==> src/rtl/isa_io_target.sv <==
// ISA bus I/O target: a 16-byte window with a 4-deep write FIFO toward local logic,
// a 15-entry readback register file, a status byte at offset 15 and a host IRQ.
module isa_io_target #(
    parameter logic [15:0] BASE_ADDR = 16'h0220
) (
    input  logic        clk_50MHz,
    input  logic        global_reset,
    input  logic [15:0] A,
    input  logic [7:0]  D_in,
    output logic [7:0]  D_out,
    output logic        D_oe,
    input  logic        IOR,
    input  logic        IOW,
    input  logic        AEN,
    output logic        IRQ,
    output logic        wr_valid,
    output logic [3:0]  wr_offset,
    output logic [7:0]  wr_data,
    input  logic        wr_ready,
    input  logic        ld_en,
    input  logic [3:0]  ld_offset,
    input  logic [7:0]  ld_data,
    input  logic        irq_set,
    input  logic        ovf_clr
);

    typedef enum logic [1:0] {IDLE, WR_CAP, RD_DRIVE, WAIT_REL} state_t;

    state_t      state;
    logic        ior_p0, ior_p1, iow_p0, iow_p1;
    logic [1:0]  settle;
    logic        armed;
    logic        hit;
    logic [3:0]  offset;
    logic [3:0]  rd_offset;
    logic [7:0]  readback [0:15];
    logic [11:0] fifo_mem [0:3];
    logic [1:0]  wptr, rptr;
    logic [2:0]  count;
    logic        overflow;
    logic        push, pop, ovf_evt, rd_done;
    logic [7:0]  status;

    // Decode is combinational on the raw bus; it is only consulted in capture cycles.
    assign offset   = A[3:0];
    assign hit      = !AEN && (A[15:10] == 6'd0) && (A[9:4] == BASE_ADDR[9:4]);
    assign pop      = (count != 3'd0) && wr_ready;
    assign push     = (state == WR_CAP) && hit && ((count != 3'd4) || pop);
    assign ovf_evt  = (state == WR_CAP) && hit && (count == 3'd4) && !pop;
    assign rd_done  = (state == RD_DRIVE) && ior_p1;
    assign status   = {IRQ, overflow, count, 3'b000};

    assign wr_valid  = (count != 3'd0);
    assign wr_offset = fifo_mem[rptr][11:8];
    assign wr_data   = fifo_mem[rptr][7:0];

    // Stage p0/p1: strobe synchronizers, idle-high out of reset
    always_ff @(posedge clk_50MHz or negedge global_reset) begin
        if (!global_reset) begin
            ior_p0 <= 1'b1;
            ior_p1 <= 1'b1;
            iow_p0 <= 1'b1;
            iow_p1 <= 1'b1;
        end else begin
            ior_p0 <= IOR;
            ior_p1 <= ior_p0;
            iow_p0 <= IOW;
            iow_p1 <= iow_p0;
        end
    end

    // The synchronizer holds its reset value for two edges, so a strobe held low
    // through reset is only trusted once real samples show both strobes high.
    always_ff @(posedge clk_50MHz or negedge global_reset) begin
        if (!global_reset) begin
            settle <= 2'd0;
            armed  <= 1'b0;
        end else begin
            if (settle != 2'd2)
                settle <= settle + 2'd1;
            if (settle == 2'd2 && ior_p1 && iow_p1)
                armed <= 1'b1;
        end
    end

    always_ff @(posedge clk_50MHz or negedge global_reset) begin
        if (!global_reset) begin
            state     <= IDLE;
            D_oe      <= 1'b0;
            D_out     <= 8'h00;
            rd_offset <= 4'd0;
        end else begin
            case (state)
                IDLE: begin
                    if (armed) begin
                        if (!iow_p1 && ior_p1) begin
                            state <= WR_CAP;
                        end else if (!ior_p1 && iow_p1) begin
                            if (hit) begin
                                state     <= RD_DRIVE;
                                D_oe      <= 1'b1;
                                D_out     <= (offset == 4'hF) ? status : readback[offset];
                                rd_offset <= offset;
                            end else begin
                                state <= WAIT_REL;
                            end
                        end else if (!ior_p1 && !iow_p1) begin
                            state <= WAIT_REL;
                        end
                    end
                end
                WR_CAP: state <= WAIT_REL;
                RD_DRIVE: begin
                    if (ior_p1) begin
                        D_oe  <= 1'b0;
                        state <= IDLE;
                    end
                end
                WAIT_REL: begin
                    D_oe <= 1'b0;
                    if (ior_p1 && iow_p1)
                        state <= IDLE;
                end
                default: begin
                    D_oe  <= 1'b0;
                    state <= IDLE;
                end
            endcase
        end
    end

    always_ff @(posedge clk_50MHz or negedge global_reset) begin
        if (!global_reset) begin
            for (int i = 0; i < 4; i++)
                fifo_mem[i] <= 12'h000;
            wptr  <= 2'd0;
            rptr  <= 2'd0;
            count <= 3'd0;
        end else begin
            if (push) begin
                fifo_mem[wptr] <= {offset, D_in};
                wptr           <= wptr + 2'd1;
            end
            if (pop)
                rptr <= rptr + 2'd1;
            case ({push, pop})
                2'b10:   count <= count + 3'd1;
                2'b01:   count <= count - 3'd1;
                default: count <= count;
            endcase
        end
    end

    always_ff @(posedge clk_50MHz or negedge global_reset) begin
        if (!global_reset) begin
            for (int i = 0; i < 16; i++)
                readback[i] <= 8'h00;
        end else if (ld_en && ld_offset != 4'hF) begin
            readback[ld_offset] <= ld_data;
        end
    end

    // Set requests take priority over clears for both sticky flags.
    always_ff @(posedge clk_50MHz or negedge global_reset) begin
        if (!global_reset) begin
            IRQ      <= 1'b0;
            overflow <= 1'b0;
        end else begin
            if (irq_set)
                IRQ <= 1'b1;
            else if (rd_done && rd_offset == 4'hF)
                IRQ <= 1'b0;
            if (ovf_evt)
                overflow <= 1'b1;
            else if (ovf_clr)
                overflow <= 1'b0;
        end
    end

endmodule

==> config.mk <==
export PLATFORM = sky130hd
export DESIGN_NAME = isa_io_target
export DESIGN_NICKNAME = d
export VERILOG_FILES = /design/src/rtl/isa_io_target.sv
export SDC_FILE = /design/constraint.sdc
export NUM_CORES = 1
export LEC_CHECK = 0
export CORE_MARGIN = 2
export CORE_UTILIZATION = 45
export CTS_CLUSTER_DIAMETER = 120
export DETAILED_ROUTE_END_ITERATION = 8
export GPL_ROUTABILITY_DRIVEN = 0
export SLEW_MARGIN = 20
export SYNTH_ARGS = -nofsm -noshare
export SYNTH_HDL_FRONTEND = slang
export SYNTH_SLANG_ARGS = --single-unit
==> constraint.sdc <==
create_clock -name clk_50MHz -period 2.4 [get_ports clk_50MHz]
set_input_delay 0.6 -clock clk_50MHz [delete_from_list [all_inputs] [get_ports clk_50MHz]]
set_output_delay 0.6 -clock clk_50MHz [all_outputs]
set_load 0.005 [all_outputs]
==> run_results.csv, run 1 <==
group,metric,value,unit
route,drt_pass1_iterations,6,
clock_tree,insertion_delay,0.50,ns
synth,dominantRegCellSynth,"dfrtp_1",
clock_tree,cts-root-buf,"clkbuf_16",
synth,synth_fp_nets,704,
global_routing,antenna_found_initial,0,
placement,dp_hpwl,13.9,mm
timing,rsz0062_at_grt,"true",
worst_setup_path,crit_path_max_fanout,6,
synth,ys_top_cells_by_area,"dfrtp_1, mux2_2, mux4_2",
clock_tree,cts_buffers,24,
synth,netlist.top_cell.by_area,"dfrtp_1",
global_routing,grt_max_degree,54,
synth,synthArstFlopShare,100,%
global_routing,grt_pass1_vias,6195,
power,leakage,5.32,nW
synth,synth_mux_area_share,32.5,%
global_routing,grt_pass1_wl,33.8,mm
power,total_power,9.67,mW
finish,final_common_cell,"dfrtp_1",
timing,hold_viol_final,0,
finish,nNetsFinal,823,
timing,relSlewSlack,62.2,%
timing,fmax,421,MHz
finish,area_delta_synth_final,23.6,%
clock_tree,cts.sink_count,202,
synth,synth_cells,648,
clock_tree,cts_tree,"yes",
worst_setup_path,crit_arrival,1.77,ns
synth,synth_top_family_by_area,"multiplexers",
route,drc,0,
route,dr.first_iter.drc_count,243,
synth,yosysUniqueCellTypes,45,
clock_tree,clockBufferDepth,3,
route,num_vias,5617,
run_status,status,"completed",
synth,synth-adder-area-share,1.55,%
floorplanning,initial_core_util,46.0,%
clock_tree,clk_pin_slew_worst_paths,0.05,ns
worst_setup_path,crit_slowest_cell,"mux4_2",
floorplanning,io_pins,68,
worst_setup_path,critPathKind,"flip-flop to primary output",
finish,n_fill_cell,1647,
synth,yosysSeqAreaShare,54.2,%
route,vias_per_cell,5.33,
job,cap_violations,0,
floorplanning,die_x,148,µm
synth,synth_xor_area_share,0.656,%
timing,setup_viol_count_final,0,
worst_setup_path,critical_path.max_stage_delay,0.52,ns
clock_tree,cts_hold_buf,0,
route,ant_nets,0,
finish,drive_gt1_share,43.0,%
finish,diodes,0,
route,wire_per_inst,19.4,µm
worst_setup_path,cp_data_required_time,1.80,ns
synth,synth_compound_area_share,3.35,%
synth,ys_warn_count,0,
synth,synth_enable_flop_cells,0,
power,peakVddDrop,0.667,mV
floorplanning,die_h,148,µm
worst_setup_path,r2r-start,"count[0]",
worst_setup_path,crit_chain,"buf_6 > buf_6 > mux4_2 > buf_6",
clock_tree,htreeDepth,1,
finish,final_cell_mix,"dfrtp_1, mux2_2, clkdlybuf4s50_1, buf_4, mux2_4",
global_routing,grt_overflow_total,0,
power,p_per_area,837,nW/µm²
worst_setup_path,critPathLaunch,"rptr[0]",
synth,syn_avg_cell_area,14.4,µm²
placement,port_buffers,67,
placement,dp_slack,-0.309,ns
worst_setup_path,cp-start-kind,"flip-flop",
synth,synth.top_cell.area_share,53.0,%
timing,worst_pin_slew,0.566,ns
floorplanning,die_area,21900,µm²
route,wl,20.5,mm
worst_hold_path,hp-class,"primary input to async pin",
timing,fin_crit,2.37,ns
timing,finalWorstSetupSlack,0.0264,ns
floorplanning,row_count,52,
global_routing,gr-usage-all-layers,19.5,%
synth,synth-seq-cells,202,
timing,slew_violations,0,
synth,synth-simple-area-share,5.21,%
floorplanning,core_area,20300,µm²
timing,fin_crit_sh,98.9,%
worst_setup_path,crit_top_cell,"buf_6",
timing,finClkSkew,0.00515,ns
synth,synthesis.area,9340,µm²
worst_setup_path,end_kind,"primary output",
-- layer usage --
layer / global-route usage (%) / vias to the layer above / routed length, µm
met5: 0 / - / 0
li1: - / 2581 / -
met1: 26.9 / 2918 / 9390
met4: 3.86 / 0 / 331
met3: 2.70 / 31 / 680
met2: 33.3 / 87 / 10100
-- power by group --
part           switching (mW)  internal, mW
Clock                    1.35          2.20
Sequential              0.289          3.95
Combinational           0.757          1.12
Total                    2.40          7.27
-- flip-flops by register name, summed over array words and instances, names as in the netlist --
register   count
readback     123
fifo_mem      48
D_out          8
rd_offset      4
count          3
rptr           2
settle         2
state          2
wptr           2
D_oe           1
IRQ            1
armed          1
ior_p0         1
ior_p1         1
iow_p0         1
iow_p1         1
overflow       1
-- cell usage after synthesis, drive strengths merged, types with 3 or more instances --
cell type / number
a21oi: 6
a22oi: 4
a31oi: 5
and2: 3
buf: 17
clkbuf: 23
dfrtp: 198
dfstp: 4
ha: 10
inv: 12
mux2: 178
mux2i: 21
mux4: 30
nand2: 37
nand2b: 11
nand3: 3
nor2: 24
nor2b: 3
nor3: 3
o21ai: 20
o22ai: 7
or3: 4
xnor2: 4
xor2: 3
-- repair_timing --
item | in CTS | in global routing
pin swaps | 0 | 0
setup buffers | 12 | 3
gates resized for setup | 45 | 10
endpoints found under the setup margin | 13 | 13
-- stage by stage --
| step | hold WS, ns | setup TNS (ns) | util, % | instance area, µm² | std cells |
|---|---|---|---|---|---|
| after global placement | 0.346 | -6.61 | 52.5 | 10700 | 996 |
| final | 0.0449 | 0 | 56.9 | 11500 | 1054 |
| after detailed placement | 0.348 | -11.27 | 52.5 | 10700 | 996 |
| after global routing | 0.0602 | -0.250 | 56.9 | 11500 | 1054 |
| after floorplan | 0.304 | 0 | - | 9340 | 648 |
| after CTS | 0.0486 | -0.0349 | 56.6 | 11500 | 1051 |
-- path summary, 6_finish.rpt --
kind | slack (ns) | end | cells after the start
worst max-delay path | 0.03 | wr_offset[3] | 4
worst min register to register | 0.36 | iow_p1 | 0
worst max register to register | 0.21 | count[2] | 11
max in group asynchronous | 1.68 | ior_p0 | 2
min in group clk_50MHz | 0.36 | iow_p1 | 0
worst min-delay path | 0.04 | fifo_mem[26] | 1
-- critical path: cells and delay by family, from the launching register on --
family | cells | cell delay (ns)
mux | 1 | 0.52
buf+inv | 3 | 0.39
flops | 1 | 0.37
-- logic make-up after synthesis --
kind of cell | Yosys count
XOR/XNOR | 7
flip-flops | 202
buffers and inverters | 52
AND/OR/NAND/NOR | 96
adder cells (fa/ha/maj) | 11
AO/OA/AOI/OAI | 51
multiplexers | 229
-- layout make-up --
| cell class | instances | area (µm²) | share of cell area, % |
|---|---|---|---|
| tap | 270 | 338 | 2.93 |
| clock inverter | 3 | 40.0 | 0.347 |
| sequential | 202 | 5060 | 43.8 |
| clock buffer | 40 | 742 | 6.43 |
| timing repair buffer | 133 | 1270 | 11.0 |
| inverter | 12 | 45.0 | 0.390 |
| multi-input combinational | 394 | 4050 | 35.0 |
Note: power is estimated with default switching activity, not from simulation.
==> run 2, diff against run 1 <==
--- a/config.mk
+++ b/config.mk
@@ -12,3 +12,3 @@
 export GPL_ROUTABILITY_DRIVEN = 0
-export SLEW_MARGIN = 20
+export SLEW_MARGIN = 0
 export SYNTH_ARGS = -nofsm -noshare
==> constraint.sdc (replaced) <==
create_clock -name clk_50MHz -period 2.4 [get_ports clk_50MHz]
set_input_delay 0.48 -clock clk_50MHz [delete_from_list [all_inputs] [get_ports clk_50MHz]]
set_output_delay 0.48 -clock clk_50MHz [all_outputs]
set_load 0.005 [all_outputs]
==> run 2 against run 1 <==
  * Wire length is 0.63% lower
  * Via count grew 0.32%
  * First-iteration DRC count down 20%
  * Global-route usage shrank 0.16 points
  * Maximum frequency increased by 2.6%
  * Clock power is 3% lower
  * Register-to-register slack better by 0.08 ns
  * Clock skew up 0.00069 ns
  * Largest cell class unchanged
==> run_results.csv, run 2 (synthesis gave the netlist of run 1 again) <==
group,metric,value,unit
clock_tree,htreeDepth,1,
route,wl,20.4,mm
worst_setup_path,crit_chain,"buf_6 > buf_4 > mux4_2 > clkdlybuf4s15_1",
floorplanning,io_pins,68,
timing,slew_violations,0,
finish,postLayoutCoreUtil,56.5,%
global_routing,grt_pass1_wl,33.4,mm
finish,final_common_cell,"dfrtp_1",
floorplanning,row_count,52,
worst_setup_path,critPathKind,"flip-flop to primary output",
worst_hold_path,hp-class,"flip-flop to flip-flop",
clock_tree,clockBufferDepth,3,
timing,finClkSkew,0.00584,ns
job,cap_violations,0,
finish,area_delta_synth_final,22.7,%
clock_tree,insertion_delay,0.50,ns
worst_setup_path,end_kind,"primary output",
placement,dp_hpwl,14.0,mm
timing,relSlewSlack,62.3,%
route,wire_per_inst,19.4,µm
timing,worst_pin_slew,0.566,ns
floorplanning,die_x,148,µm
clock_tree,clk_pin_slew_worst_paths,0.06,ns
finish,max_flop_register,"readback",
route,drt_pass1_iterations,4,
route,drc,0,
finish,nNetsFinal,820,
worst_setup_path,crit_arrival,1.83,ns
global_routing,grt_pass1_vias,6147,
worst_setup_path,cp-start-kind,"flip-flop",
finish,drive_gt1_share,41.6,%
global_routing,gr-usage-all-layers,19.3,%
placement,post-place-cells,1000,
placement,dpl_cell_area,10700,µm²
power,leakage,5.28,nW
finish,top_regs,"readback x123, fifo_mem x48, D_out x8",
route,num_vias,5635,
finish,diodes,0,
timing,setup_viol_count_final,0,
worst_setup_path,critical_path.max_stage_delay,0.47,ns
power,p_per_area,822,nW/µm²
worst_setup_path,crit_path_max_fanout,6,
global_routing,grt_max_degree,60,
finish,post_layout_nonfiller_instances,1049,
route,ant_nets,0,
worst_setup_path,cp_data_required_time,1.92,ns
finish,multi_input_area,4050,µm²
finish,largest_register_ffs,123,
floorplanning,core_area,20300,µm²
finish,final_cell_mix,"dfrtp_1, mux2_2, buf_4, clkdlybuf4s50_1, mux2_4",
clock_tree,cts_buffers,23,
global_routing,antenna_found_initial,0,
timing,fin_crit_sh,96.4,%
run_status,status,"completed",
timing,fin_crit,2.31,ns
placement,port_buffers,67,
power,peakVddDrop,0.594,mV
floorplanning,die_area,21900,µm²
route,dr.first_iter.drc_count,194,
floorplanning,initial_core_util,46.0,%
finish,n_fill_cell,1686,
clock_tree,cts-root-buf,"clkbuf_16",
timing,rsz0062_at_grt,"false",
finish,regArea,5060,µm²
clock_tree,cts_tree,"yes",
worst_setup_path,crit_slowest_cell,"mux4_2",
timing,fmax,432,MHz
global_routing,grt_overflow_total,0,
route,vias_per_cell,5.37,
timing,hold_viol_final,0,
finish,fin_area,11500,µm²
worst_setup_path,r2r_setup_slack,0.29,ns
clock_tree,cts.sink_count,202,
timing,holdWs,0.354,ns
floorplanning,die_h,148,µm
-- run 2: cell count changes in the layout (fill, tap and decap cells not counted), sizes merged --
cell,delta
bufinv,+1
dlygate4sd2,+5
clkinv,+3
clkdlybuf4s15,+4
dlygate4sd3,+1
buf,-13
clkbuf,-6
-- run 2: final timing paths --
path / from / end / cells after the start
max reg2reg: count[1] / count[2] / 10
min: ior_p0 / ior_p1 / 0
max in group asynchronous: global_reset / ior_p0 / 3
min reg2reg: ior_p0 / ior_p1 / 0
min in group asynchronous: global_reset / fifo_mem[41] / 2
max: rptr[0] / wr_offset[0] / 4
-- run 2: per-stage QoR --
| step | TNS [ns] | power, mW | worst slack [ns] |
|---|---|---|---|
| floorplan | 0 | 5.34 | 0.112 |
| global placement | -2.01 | 5.85 | -0.144 |
| detailed placement | -4.06 | 5.96 | -0.227 |
| CTS | 0 | 9.53 | 0.00845 |
| global route | 0 | 9.87 | 0.00457 |
| finish | 0 | 9.42 | 0.0873 |
-- run 2: final cells by class --
cell class / instances / area share, %
Timing Repair Buffer: 131 / 10.7
Multi-Input combinational cell: 394 / 35.3
Tap cell: 270 / 2.95
Sequential cell: 202 / 44.1
Clock buffer: 33 / 5.78
Clock inverter: 7 / 0.742
Inverter: 12 / 0.393
-- run 2: worst max-delay path, delay by kind of cell, from the launching register on --
kind,cells,cell delay [ns]
buf+inv,3,0.50
flops,1,0.38
mux,1,0.47
-- run 2: routing by layer --
metal	track usage [%]	wire, µm	up-vias
met2	33.4	10200	119
met3	2.67	776	28
met4	4.43	373	0
met1	26.1	9050	2905
li1	-	-	2583
met5	0	0	-
-- run 2: repair_timing --
action / CTS / global route
hold buffers: 1 / 0
endpoints found under the setup margin: 12 / 7
setup buffers: 8 / 0
endpoints found under the hold margin: 42 / 0
gates resized for setup: 16 / 7
-- run 2: report_power, final --
group | internal, mW | switching [mW] | leakage (nW) | total, mW
clock network | 2.12 | 1.31 | 0.373 | 3.44
logic | 1.03 | 0.698 | 2.34 | 1.73
registers | 3.95 | 0.308 | 2.56 | 4.26
total | 7.10 | 2.32 | 5.28 | 9.42
==> run 3, diff against run 2 <==
CELL_PAD_IN_SITES_DETAIL_PLACEMENT = 1   (was unset)
CELL_PAD_IN_SITES_GLOBAL_PLACEMENT = 1   (was unset)
PLACE_DENSITY_LB_ADDON = 0.1   (was unset)
clock period = 2.5 ns   (was 2.4 ns; I/O delays follow)
==> run 3 against run 2 <==
  * First-iteration DRC count fell by 12%
  * Combinational power fell by 5%
  * Critical path depth did not move
  * Non-clock buffer count fell by 10
  * Core utilization fell by 0.35 points
  * Total power fell by 5.0%
  * Clock power fell by 7.3%
  * Register-to-register slack improved by 0.05 ns
  * Global-route usage rose by 1.9 points
  * Cell count fell by 1.0%
  * Largest cell class unchanged
==> run_results.csv, run 3 (synthesis gave the netlist of run 1 again) <==
group,metric,value,unit
worst_setup_path,critPathKind,"flip-flop to primary output",
global_routing,grt_pass1_wl,36.8,mm
timing,slew_violations,0,
finish,final_common_cell,"dfrtp_1",
route,drt_pass1_iterations,4,
timing,fin_crit_sh,97.7,%
clock_tree,clk_pin_slew_worst_paths,0.06,ns
worst_setup_path,path_buf_inv,3,
timing,fmax,410,MHz
clock_tree,cts_tree,"yes",
global_routing,grt_overflow_total,0,
run_status,status,"completed",
floorplanning,core_area,20300,µm²
finish,top_regs,"readback x123, fifo_mem x48, D_out x8",
clock_tree,insertion_delay,0.50,ns
finish,max_flop_register,"readback",
worst_setup_path,critPathTopFamily,"buffers and inverters",
finish,area_delta_synth_final,22.0,%
placement,post-place-cells,996,
global_routing,grt_max_degree,74,
timing,setup_viol_count_final,0,
placement,dp_hpwl,15.1,mm
worst_setup_path,crit_slowest_cell,"mux4_2",
worst_hold_path,hp-class,"primary input to async pin",
finish,multi_input_area,4050,µm²
worst_setup_path,reg2reg_depth,10,
global_routing,gr-usage-all-layers,21.2,%
timing,rsz0062_at_grt,"false",
timing,worst_pin_slew,0.619,ns
placement,port_buffers,67,
job,cap_violations,0,
global_routing,antenna_found_initial,0,
finish,postLayoutCoreUtil,56.1,%
finish,n_fill_cell,1980,
worst_setup_path,crit_path_max_fanout,10,
clock_tree,cts_hold_buf,0,
finish,largest_register_ffs,123,
power,leakage,5.26,nW
clock_tree,cts.sink_count,202,
worst_setup_path,critical_path_depth,4,
floorplanning,row_count,52,
finish,drive_gt1_share,40.6,%
route,num_vias,5582,
timing,holdWs,0.0196,ns
timing,relSlewSlack,58.7,%
power,p_per_area,786,nW/µm²
route,dr.first_iter.drc_count,170,
worst_setup_path,crit_chain,"buf_12 > buf_4 > mux4_2 > dlygate4sd2_1",
route,drc,0,
clock_tree,cts-root-buf,"clkbuf_16",
timing,finClkSkew,0.00778,ns
floorplanning,die_h,148,µm
finish,regArea,5060,µm²
worst_setup_path,cp-start-kind,"flip-flop",
finish,nNetsFinal,810,
worst_setup_path,end_kind,"primary output",
timing,hold_viol_final,0,
worst_setup_path,crit_arrival,1.94,ns
clock_tree,htreeDepth,1,
timing,fin_crit,2.44,ns
floorplanning,die_area,21900,µm²
power,total_power,8.95,mW
clock_tree,clockBufferDepth,3,
route,wl,22.0,mm
route,ant_nets,0,
finish,diodes,0,
floorplanning,io_pins,68,
floorplanning,die_x,148,µm
floorplanning,initial_core_util,46.0,%
global_routing,grt_pass1_vias,6595,
worst_setup_path,critical_path.max_stage_delay,0.47,ns
clock_tree,cts_buffers,23,
route,vias_per_cell,5.38,
route,wire_per_inst,21.2,µm
worst_setup_path,cp_data_required_time,2.00,ns
power,peakVddDrop,0.484,mV
finish,final_cell_mix,"dfrtp_1, mux2_2, clkdlybuf4s50_1, buf_4, mux2_4",
timing,tns,0,ns
finish,post_layout_nonfiller_instances,1038,
## run 3: cell types whose count changed in the layout (fill, tap and decap cells not counted)
cell             previous run  this run
clkbuf_8                    6         9
dfrtp_2                     0         1
bufinv_16                   2         0
dlygate4sd3_1               1         0
dlygate4sd2_1               5        12
clkdlybuf4s15_1             5         0
buf_12                      7        10
clkbuf_2                    2         0
clkinv_2                    5         2
dfrtp_1                   198       197
clkbuf_1                    5         6
buf_6                       2         1
buf_4                      54        43
## run 3: metrics by stage
step,worst slack [ns],area [µm²]
after floorplan,0.192,9340
after global placement,-0.0925,10600
after detailed placement,-0.112,10600
after CTS,-0.00701,11400
after global routing,0.00364,11400
final,0.0585,11400
## run 3: final timing paths
kind	startpoint	to	slack [ns]
max	rptr[0]	wr_offset[0]	0.06
min reg2reg	ior_p0	ior_p1	0.36
max in group asynchronous	global_reset	readback[98]	1.72
max reg2reg	count[1]	count[2]	0.34
min in group clk_50MHz	ior_p0	ior_p1	0.36
min	global_reset	fifo_mem[40]	0.02
## run 3: final cells by class
type / count / area share [%]
sequential: 202 / 44.4
clock inverter: 2 / 0.0879
inverter: 12 / 0.395
tap: 270 / 2.97
timing repair buffer: 121 / 10.4
clock buffer: 37 / 6.22
multi-input combinational: 394 / 35.5
## run 3: report_power, final
group	switching [mW]	internal [mW]
Combinational	0.678	0.964
Sequential	0.326	3.79
Clock	1.27	1.92
## run 3: worst reg2reg max path, stage by stage (launching register included)
cell	delay, ns
dfrtp_1	0.44
nor4b_1	0.33
buf_4	0.18
nor3_4	0.04
inv_1	0.05
ha_1	0.17
inv_1	0.06
fa_1	0.37
xor2_1	0.15
nor2_1	0.12
xor2_1	0.18
## run 3: per-layer routing
metal | track usage (%) | part of all wire [%] | up-vias
met5 | 0 | 0 | -
met4 | 4.33 | 1.7 | 0
met3 | 3.19 | 3.4 | 28
met2 | 37.4 | 50 | 90
met1 | 28.1 | 45 | 2920
li1 | - | - | 2544
## run 3: timing repair
item | 4_1_cts | 5_1_grt
buffers inserted | 2 | 1
endpoints found under the setup margin | 9 | 1
hold endpoints to repair | 0 | 0
resized for setup | 16 | 1
